[config.mk]
export PLATFORM = sky130hd
export DESIGN_NAME = pal_cfg_loader
export DESIGN_NICKNAME = d
export VERILOG_FILES = /design/src/rtl/pal_cfg_loader_pkg.sv /design/src/rtl/pal_cfg_loader_clkgen.sv /design/src/rtl/pal_cfg_loader.sv
export SDC_FILE = /design/constraint.sdc
export NUM_CORES = 1
export LEC_CHECK = 0
export BUFFER_PORTS_ARGS = -buffer_cell sky130_fd_sc_hd__buf_2
export CAP_MARGIN = 20
export CELL_PAD_IN_SITES_DETAIL_PLACEMENT = 2
export CELL_PAD_IN_SITES_GLOBAL_PLACEMENT = 2
export CORE_UTILIZATION = 32
export CTS_CLUSTER_SIZE = 28
export DETAILED_ROUTE_END_ITERATION = 16
export PLACE_DENSITY = 0.81
export SYNTH_ARGS = -nofsm -noshare
export SYNTH_HDL_FRONTEND = slang
export SYNTH_SLANG_ARGS = --single-unit
[constraint.sdc]
create_clock -name clk -period 1.33 [get_ports clk]
set_input_delay 0.133 -clock clk [delete_from_list [all_inputs] [get_ports clk]]
set_output_delay 0.133 -clock clk [all_outputs]
set_load 0.005 [all_outputs]
[src/rtl/pal_cfg_loader_pkg.sv]
// pal_pkg: shared configuration-size derivation and loader FSM state encoding
package pal_pkg;

    typedef enum logic [2:0] {
        ST_IDLE,
        ST_FETCH,
        ST_SHIFT_LO,
        ST_SHIFT_HI,
        ST_CSUM,
        ST_DONE,
        ST_ERR
    } state_t;

    function automatic int cfg_bits(input int n, input int p, input int m);
        return 2 * n * p + p * m;
    endfunction

    function automatic int nbytes(input int bits);
        return (bits + 7) / 8;
    endfunction

endpackage

[src/rtl/pal_cfg_loader_clkgen.sv]
// pal_cfg_clkgen: counts HALF_DIV clk cycles per cfg-clock phase and emits a tick at the end of each
module pal_cfg_clkgen #(
    parameter int HALF_DIV = 1
) (
    input  logic clk,
    input  logic rst,
    input  logic run_i,
    output logic tick_o
);

    localparam int CW = (HALF_DIV > 1) ? $clog2(HALF_DIV) : 1;

    logic [CW-1:0] cnt_q;

    assign tick_o = run_i && (cnt_q == CW'(HALF_DIV - 1));

    // phase counter restarts whenever shifting pauses or a phase completes
    always_ff @(posedge clk) begin
        if (rst || !run_i || tick_o)
            cnt_q <= '0;
        else
            cnt_q <= cnt_q + CW'(1);
    end

endmodule

[src/rtl/pal_cfg_loader.sv]
// pal_cfg_loader: streams a byte bitstream MSB-first onto the PAL cfg pins and verifies an XOR-8 checksum
module pal_cfg_loader
    import pal_pkg::*;
#(
    parameter int N        = 8,
    parameter int P        = 11,
    parameter int M        = 6,
    parameter int HALF_DIV = 1
) (
    input  logic       clk,
    input  logic       rst,
    input  logic       start,
    input  logic       abort,
    input  logic [7:0] s_data,
    input  logic       s_valid,
    output logic       s_ready,
    output logic       pal_cfg_bit,
    output logic       pal_cfg_clk,
    output logic       pal_cfg_en,
    output logic       busy,
    output logic       done,
    output logic       err
);

    localparam int CFG_BITS = cfg_bits(N, P, M);
    localparam int BW       = $clog2(CFG_BITS + 1);
    localparam logic [BW-1:0] LAST_BIT = BW'(CFG_BITS - 1);

    state_t        state_q, state_d;
    logic [7:0]    sh_q, sh_d;
    logic [7:0]    acc_q, acc_d;
    logic [BW-1:0] bit_q, bit_d;
    logic          run;
    logic          tick;
    logic          rest;

    assign run  = (state_q == ST_SHIFT_LO) || (state_q == ST_SHIFT_HI);
    assign rest = (state_q == ST_IDLE) || (state_q == ST_DONE) || (state_q == ST_ERR);

    pal_cfg_clkgen #(.HALF_DIV(HALF_DIV)) u_clkgen (
        .clk    (clk),
        .rst    (rst),
        .run_i  (run),
        .tick_o (tick)
    );

    // Moore outputs; the enable stays up across inter-byte fetches once the first bit has gone out
    assign s_ready     = (state_q == ST_FETCH) || (state_q == ST_CSUM);
    assign pal_cfg_clk = (state_q == ST_SHIFT_HI);
    assign pal_cfg_bit = run && sh_q[7];
    assign pal_cfg_en  = run || ((state_q == ST_FETCH) && (bit_q != '0));
    assign busy        = !rest;
    assign done        = (state_q == ST_DONE);
    assign err         = (state_q == ST_ERR);

    // next-state: byte fetch, two-phase bit shifting, checksum compare; abort overrides everything
    always_comb begin
        state_d = state_q;
        sh_d    = sh_q;
        acc_d   = acc_q;
        bit_d   = bit_q;
        if (abort) begin
            state_d = ST_IDLE;
            sh_d    = '0;
            acc_d   = '0;
            bit_d   = '0;
        end else begin
            case (state_q)
                ST_IDLE, ST_DONE, ST_ERR: begin
                    if (start) begin
                        state_d = ST_FETCH;
                        sh_d    = '0;
                        acc_d   = '0;
                        bit_d   = '0;
                    end
                end
                ST_FETCH: begin
                    if (s_valid) begin
                        state_d = ST_SHIFT_LO;
                        sh_d    = s_data;
                        acc_d   = acc_q ^ s_data;
                    end
                end
                ST_SHIFT_LO: begin
                    if (tick)
                        state_d = ST_SHIFT_HI;
                end
                ST_SHIFT_HI: begin
                    if (tick) begin
                        sh_d    = {sh_q[6:0], 1'b0};
                        bit_d   = (bit_q == LAST_BIT) ? bit_q : bit_q + BW'(1);
                        state_d = (bit_q == LAST_BIT)    ? ST_CSUM  :
                                  (bit_q[2:0] == 3'd7)   ? ST_FETCH : ST_SHIFT_LO;
                    end
                end
                ST_CSUM: begin
                    if (s_valid)
                        state_d = (s_data == acc_q) ? ST_DONE : ST_ERR;
                end
                default: state_d = ST_IDLE;
            endcase
        end
    end

    // state and datapath registers
    always_ff @(posedge clk) begin
        if (rst) begin
            state_q <= ST_IDLE;
            sh_q    <= '0;
            acc_q   <= '0;
            bit_q   <= '0;
        end else begin
            state_q <= state_d;
            sh_q    <= sh_d;
            acc_q   <= acc_d;
            bit_q   <= bit_d;
        end
    end

endmodule

==> results.json, run 1 <==
{
  "cts_buffers": 3,
  "place.gp.congestion": 0.7412,
  "ys_ff_latch": 28,
  "synth-warning-count": 0,
  "die_w_um": 78.18,
  "worstEndpointGrtRepair": "sh_q[5]$_SDFFE_PP0P_/D",
  "synth-seq-area-share_pct": 30.19,
  "worst-ep-kind": "sequential cell input",
  "ys_types": 47,
  "hpwl_mm": 5.752,
  "syn-num-nets": 237,
  "io_buffers": 19,
  "ys.flop_type": "dfxtp_1",
  "start_util_pct": 33.51,
  "rows": 27,
  "syn_inst": 220,
  "synth_edf_count": 0,
  "cts_buffer_depth": 2,
  "synthesis.area_um2": 1857,
  "grt_start_max_net_pins": 21,
  "synthAdderAreaFrac_pct": 2.695,
  "error": "[ERROR DPL-0033] detailed placement checks failed during check placement.",
  "die_y_um": 78.18,
  "cts.sinks": 28,
  "stop_stage": "global routing (5_1_grt)",
  "async_flop_share_pct": 0,
  "status": "stopped before the end",
  "avgSynthCellArea_um2": 8.440,
  "antenna_found_initial": 0,
  "synth-simple-area-share_pct": 27.09,
  "htreeDepth": 1,
  "synth_top_family_by_area": "simple AND/OR/NAND/NOR gates",
  "synth_mux_area_share_pct": 7.615,
  "synth_xor_area_share_pct": 5.256,
  "io_pins": 20,
  "synth_compound_area_share_pct": 21.70,
  "dpl.cell_count": 362,
  "clk_root_buffer_cell": "clkbuf_8"
}
-- Yosys cell counts (2+ instances only) --
cell | number | area [um2]
nand2b_1 | 8 | 50.05
buf_2 | 6 | 30.03
nor2_1 | 13 | 48.80
or4_1 | 2 | 15.01
o21ai_0 | 2 | 10.01
nor2b_1 | 8 | 50.05
a222oi_1 | 7 | 70.07
a211oi_2 | 2 | 25.02
a22oi_1 | 7 | 52.55
buf_6 | 3 | 33.78
dfxtp_1 | 28 | 560.5
o211ai_1 | 2 | 15.01
a31oi_1 | 2 | 12.51
ha_1 | 4 | 50.05
mux2i_1 | 13 | 130.1
nor4_1 | 3 | 18.77
a21o_1 | 7 | 52.55
and2_1 | 4 | 25.02
xor2_1 | 8 | 70.07
nand2_1 | 21 | 78.83
clkbuf_1 | 4 | 15.01
inv_1 | 5 | 18.77
a21oi_1 | 12 | 60.06
nor3_1 | 16 | 80.08
nand3_1 | 10 | 50.05
o21bai_1 | 2 | 15.01
-- kinds of logic after synthesis --
logic type / Yosys count
DFF: 28
xor gates and xnor gates: 9
muxes: 14
buffers and inverters: 18
adders and majority gates: 4
and+or+nand+nor: 93
other: 1
AOI/OAI and AO/OA: 53
-- repair_timing --
| item | 4_1_cts |
|---|---|
| pin swaps | 18 |
| hold endpoints to repair | 0 |
| endpoints found under the setup margin | 34 |
| hold buffers | 0 |
| gates resized for setup | 84 |
| setup buffers | 22 |
| gates cloned | 1 |
-- through the flow --
step	cell area, um2	setup TNS, ns	util [%]	setup slack (ns)
CTS	3110	-7.183	56.14	-0.3053
detailed placement	2507	-6.663	45.26	-0.3537
global placement	2507	-3.678	45.26	-0.2661
floorplan	1901	-1.154	-	-0.07120
==> run 2: changes to the inputs <==
--- a/config.mk
+++ b/config.mk
@@ -7,12 +7,9 @@
 export LEC_CHECK = 0
 export BUFFER_PORTS_ARGS = -buffer_cell sky130_fd_sc_hd__buf_2
 export CAP_MARGIN = 20
-export CELL_PAD_IN_SITES_DETAIL_PLACEMENT = 2
-export CELL_PAD_IN_SITES_GLOBAL_PLACEMENT = 2
-export CORE_UTILIZATION = 32
-export CTS_CLUSTER_SIZE = 28
+export CORE_UTILIZATION = 40
 export DETAILED_ROUTE_END_ITERATION = 16
-export PLACE_DENSITY = 0.81
+export PLACE_DENSITY_LB_ADDON = 0.15
 export SYNTH_ARGS = -nofsm -noshare
 export SYNTH_HDL_FRONTEND = slang
 export SYNTH_SLANG_ARGS = --single-unit
==> constraint.sdc (replaced) <==
create_clock -name clk -period 1.7 [get_ports clk]
set_input_delay 0.17 -clock clk [delete_from_list [all_inputs] [get_ports clk]]
set_output_delay 0.17 -clock clk [all_outputs]
set_load 0.005 [all_outputs]
==> run 2 against run 1 <==
Compared with the run above: the flow now finishes without violations; area after synthesis unchanged; synthesized cell count unchanged.
==> results.json, run 2 <==
{
  "worst_pin_slew_ns": 0.5502,
  "setup_violations": 0,
  "cts_tree": "yes",
  "drtIter0Drc": 117,
  "start_util_pct": 42.06,
  "ys_types": 47,
  "synthesis.area_um2": 1857,
  "cts.sinks": 28,
  "track_usage_pct": 18.50,
  "pwr_density_cell_nw_per_um2": 685.8,
  "worstPathArrival_ns": 1.77,
  "p_seq_share_pct": 44.9,
  "antenna_cells": 0,
  "ys_ff_latch": 28,
  "grt_start_max_net_pins": 21,
  "dpl_worst_slack_ns": -0.1567,
  "antenna_left": 0,
  "overflow": 0,
  "drc": 0,
  "drt_wl_total_mm": 4.389,
  "period_share_pct": 93.92,
  "multi_input_area_um2": 1245,
  "skew_ns": 0.007411,
  "n_fill_cell": 449,
  "viasPerCell": 5.579,
  "avgSynthCellArea_um2": 8.440,
  "nets": 270,
  "die_y_um": 70.13,
  "clk_latency_ns": 0.28,
  "slew_viol_final": 0,
  "cp_max_fo": 8,
  "largestRegisters": "acc_q (8), bit_q (8), sh_q (8)",
  "cts_buffer_depth": 2,
  "hold_viol": 0,
  "drt-pass1-iter-count": 5,
  "hpwl_mm": 3.155,
  "swShare_pct": 26.41,
  "timing.final.ws_setup_ns": 0.1034,
  "p_switching_w": 0.0004064,
  "maxCapViolCount": 0,
  "comb_power_share_pct": 20.8,
  "synth-warning-count": 0,
  "leakagePower_nw": 0.8787,
  "syn-num-nets": 237,
  "synth_largest_area_cell": "dfxtp_1",
  "min_period_ns": 1.597,
  "critPathCaptureType": "flop",
  "syn_inst": 220,
  "crit_type": "flop to flop",
  "pwr-share-clk_pct": 34.4,
  "yosys-top-cells-count": "28 x dfxtp_1, 21 x nand2_1, 16 x nor3_1",
  "slew_headroom_pct": 63.24,
  "finalSetupTns_ns": 0,
  "use_met2_pct": 27.99,
  "synth-seq-area-share_pct": 30.19,
  "ff_latch_area_um2": 566.8,
  "peakVddDrop_v": 0.0002909,
  "grt_pass1_wl_mm": 7.272,
  "final_cell_mix": "25 x dfxtp_1, 21 x nand2_1, 20 x buf_4",
  "mostFrequentLayoutCell": "dfxtp_1",
  "antenna_found_initial": 0,
  "status": "finished clean",
  "hold_path_class": "input pin to flop",
  "grt_busiest_layer": "met2",
  "core_area_um2": 4414,
  "first_global_vias": 1464,
  "synth_edf_count": 0,
  "io_pins": 20,
  "rows": 24,
  "die_area_um2": 4918,
  "synth_area_leaders": "dfxtp_1 30%, mux2i_1 7.0%, nor3_1 4.3%",
  "drive_gt1_share_pct": 26.19,
  "die_w_um": 70.13,
  "grt_use_met3_pct": 1.732,
  "power.total_w": 0.001538,
  "place.gp.congestion": 0.8002,
  "async_flop_share_pct": 0,
  "max_freq_mhz": 626.3,
  "path_clk_slew_ns": 0.10,
  "grt_use_met1_pct": 27.43,
  "intPower_w": 0.001132,
  "required_ns": 1.88,
  "post_drt_wl_per_cell_um": 14.44,
  "ys.flop_type": "dfxtp_1",
  "hold_buffers": 0,
  "cts_buffers": 3,
  "start_kind": "flop",
  "htreeDepth": 1,
  "clk_root_buffer_cell": "clkbuf_8",
  "area_growth_pct": 20.82,
  "vias": 1696,
  "synth.most_common_cell": "dfxtp_1",
  "synth_top_area_share_pct": 30.19,
  "rsz0062_at_grt": "yes",
  "io_buffers": 19
}
[run 2: cells by family after synthesis]
family	share of synthesized area (%)
AND/OR/NAND/NOR	27.09
AO/OA/AOI/OAI	21.70
flip-flops	30.19
buffers and inverters	5.256
multiplexers	7.614
XOR/XNOR	5.256
adder cells (fa/ha/maj)	2.696
other	0.2020
[run 2: stage by stage]
step / hold WS (ns) / std cells / cell area [um2] / util, %
6_report: 0.1549 / 304 / 2243 / 50.82
5_1_grt: 0.1431 / 304 / 2243 / 50.82
3_3_place_gp: 0.4517 / 300 / 2116 / 47.93
4_1_cts: 0.1475 / 304 / 2198 / 49.80
3_5_place_dp: 0.4511 / 300 / 2116 / 47.93
2_1_floorplan: 0.3260 / 220 / 1857 / -
[run 2: routing by layer]
layer	wire length (um)	up-vias
met1	2239	776
met4	55	0
met5	0	-
li1	-	872
met2	1918	43
met3	176	5
[run 2: worst max-delay path, stage by stage, from the launching register on]
cell and delay (ns):
dfxtp_4 0.39, buf_12 0.13, nor4b_4 0.33, buf_4 0.20
a221oi_2 0.04, buf_6 0.17, a22oi_1 0.18, nor2_1 0.06
[run 2: layout make-up]
class,instances,area share (%)
clock inverter,1,1.339
sequential,28,25.26
multi-input combinational,174,55.49
tap,52,2.900
timing repair buffer,41,12.33
clock buffer,3,1.840
inverter,5,0.8366
[run 2: timing repair]
action	4_1_cts	5_1_grt
buffers inserted	0	0
resized for setup	4	11
pin swaps	0	2
setup endpoints to repair	20	13
endpoints found under the hold margin	0	0
[run 2: power groups by stage]
stage               Clock [W]  Sequential [W]  Combinational, W
CTS                  0.000544        0.000690          0.000303
detailed placement          0        0.000705          0.000299
global placement            0        0.000705          0.000300
floorplan                   0        0.000696          0.000205
global route         0.000577        0.000693          0.000351
finish               0.000528        0.000690          0.000320
[run 2: path summary, 6_finish.rpt]
kind | startpoint | endpoint | slack [ns] | cells after the start
worst max-delay path | state_q[0]$_SDFFE_PP0P_ | acc_q[4]$_SDFFE_PP0P_ | 0.10 | 7
worst min register to register | sh_q[0]$_SDFFE_PP0P_ | sh_q[0]$_SDFFE_PP0P_ | 0.48 | 2
worst min-delay path | abort | state_q[1]$_SDFFE_PP0P_ | 0.15 | 3
worst max register to register | state_q[0]$_SDFFE_PP0P_ | acc_q[4]$_SDFFE_PP0P_ | 0.10 | 7
(Power assumes the default switching activity.)
==> run 3: changes to the inputs <==
--- a/config.mk
+++ b/config.mk
@@ -9,7 +9,7 @@
 export CAP_MARGIN = 20
 export CORE_UTILIZATION = 40
 export DETAILED_ROUTE_END_ITERATION = 16
-export PLACE_DENSITY_LB_ADDON = 0.15
+export PLACE_DENSITY_LB_ADDON = 0.25
 export SYNTH_ARGS = -nofsm -noshare
 export SYNTH_HDL_FRONTEND = slang
 export SYNTH_SLANG_ARGS = --single-unit
==> run 3 against run 2 <==
Compared with the run above: first-iteration DRC count is 27% higher; largest cell class unchanged; fmax fell by 2.4%; sequential power hardly changed.
==> results.json, run 3 (synthesized netlist as in run 2, its figures left out) <==
{
  "die_y_um": 70.13,
  "crit_family": "flip-flops",
  "cts_tree": "yes",
  "max_freq_mhz": 611.1,
  "place.gp.congestion": 0.7832,
  "io_buffers": 19,
  "setup_violations": 0,
  "die_area_um2": 4918,
  "antenna_found_initial": 0,
  "required_ns": 1.53,
  "slew_viol_final": 0,
  "cts_buffer_depth": 2,
  "largestRegisters": "acc_q (8), bit_q (8), sh_q (8)",
  "antenna_cells": 0,
  "ff_latch_area_um2": 566.8,
  "leakagePower_nw": 0.8723,
  "path_clk_slew_ns": 0.10,
  "drtIter0Drc": 149,
  "stdcell_area_um2": 2207,
  "mostFrequentLayoutCell": "dfxtp_1",
  "hpwl_mm": 3.088,
  "cts_buffers": 3,
  "critPathSlowestCell": "dfxtp_4",
  "core_area_um2": 4414,
  "io_pins": 20,
  "clk_root_buffer_cell": "clkbuf_8",
  "comb_power_share_pct": 22.0,
  "drc": 0,
  "start_util_pct": 42.06,
  "antenna_left": 0,
  "path_buf_inv": 2,
  "overflow": 0,
  "hold_depth": 3,
  "pwr-share-clk_pct": 29.7,
  "cts.sinks": 28,
  "viasPerCell": 5.578,
  "area_growth_pct": 18.87,
  "min_period_ns": 1.636,
  "start_kind": "flop",
  "track_usage_pct": 18.50,
  "status": "finished clean",
  "cp_max_fo": 17,
  "crit_path_cell_trace": "nor3b_2, buf_4, a21o_1, buf_2",
  "hold_viol": 0,
  "n_fill_cell": 430,
  "skew_ns": 0.005922,
  "first_global_vias": 1573,
  "die_w_um": 70.13,
  "swShare_pct": 28.64,
  "intPower_w": 0.001020,
  "critPathCaptureType": "output port",
  "p_switching_w": 0.0004093,
  "fin_hold_ws_ns": 0.1632,
  "utilization_pct": 50.00,
  "drt_wl_total_mm": 4.383,
  "peakVddDrop_v": 0.0005597,
  "period_share_pct": 96.26,
  "crit_cells": 4,
  "pwr_density_cell_nw_per_um2": 647.5,
  "reg2reg_depth": 6,
  "p_seq_share_pct": 48.3,
  "maxCapViolCount": 0,
  "htreeDepth": 1,
  "post_drt_wl_per_cell_um": 14.32,
  "cpPeakStageDelay_ns": 0.41,
  "hold_path_class": "input pin to flop",
  "rows": 24,
  "multi_input_area_um2": 1234,
  "finalSetupTns_ns": 0,
  "vias": 1707,
  "drt-pass1-iter-count": 4,
  "grt_start_max_net_pins": 21,
  "worstPathArrival_ns": 1.47,
  "nets": 272,
  "drive_gt1_share_pct": 24.80,
  "placed_cell_area_um2": 2103,
  "hold_buffers": 0,
  "crit_type": "flop to output port",
  "clk_latency_ns": 0.27,
  "power.total_w": 0.001429,
  "grt_pass1_wl_mm": 7.507,
  "final_cell_mix": "25 x dfxtp_1, 23 x buf_4, 21 x nand2_1"
}
[run 3: power groups by stage]
stage	logic [W]	clock network, W	registers, W
final	0.000315	0.000424	0.000690
after global routing	0.000347	0.000462	0.000693
after CTS	0.000302	0.000437	0.000690
after detailed placement	0.000294	0	0.000704
after global placement	0.000292	0	0.000705
after floorplan	0.000205	0	0.000696
[run 3: per-layer routing]
metal  track usage (%)  share of wire [%]
met1             27.37                 52
met2             28.95                 44
met3             2.309                3.3
met4             3.333               0.57
met5                 0                  0
[run 3: worst reg2reg max path, cell delays in order (launching register included)]
cell      delay [ns]
dfxtp_2         0.38
buf_4           0.16
nor4b_4         0.28
buf_4           0.19
a21oi_4         0.07
a222oi_1        0.34
nor3_1          0.08
[run 3: final timing paths]
path	startpoint	endpoint	slack, ns
hold reg to reg	sh_q[0]$_SDFFE_PP0P_	sh_q[0]$_SDFFE_PP0P_	0.48
hold / removal	rst	state_q[1]$_SDFFE_PP0P_	0.16
setup reg to reg	state_q[1]$_SDFFE_PP0P_	sh_q[4]$_SDFFE_PP0P_	0.10
setup / recovery	state_q[0]$_SDFFE_PP0P_	pal_cfg_en	0.06
[run 3: timing repair]
item	in CTS	in global routing
cloned	0	1
pin swaps	0	2
buffers inserted	0	1
endpoints found under the hold margin	0	0
endpoints found under the setup margin	20	17
resized for setup	4	5
[run 3: per-stage QoR]
stage / cells / setup slack (ns)
after floorplan: 220 / 0.2638
after global placement: 300 / -0.1369
after detailed placement: 300 / -0.1534
after CTS: 304 / 0.02584
after global routing: 306 / -0.01030
final: 306 / 0.06357
[run 3: area by class of cell]
| cell class | instances | share of cell area (%) |
|---|---|---|
| multi-input combinational | 175 | 55.90 |
| timing repair buffer | 42 | 12.13 |
| tap | 52 | 2.948 |
| clock buffer | 4 | 2.494 |
| sequential | 28 | 25.68 |
| inverter | 5 | 0.8503 |
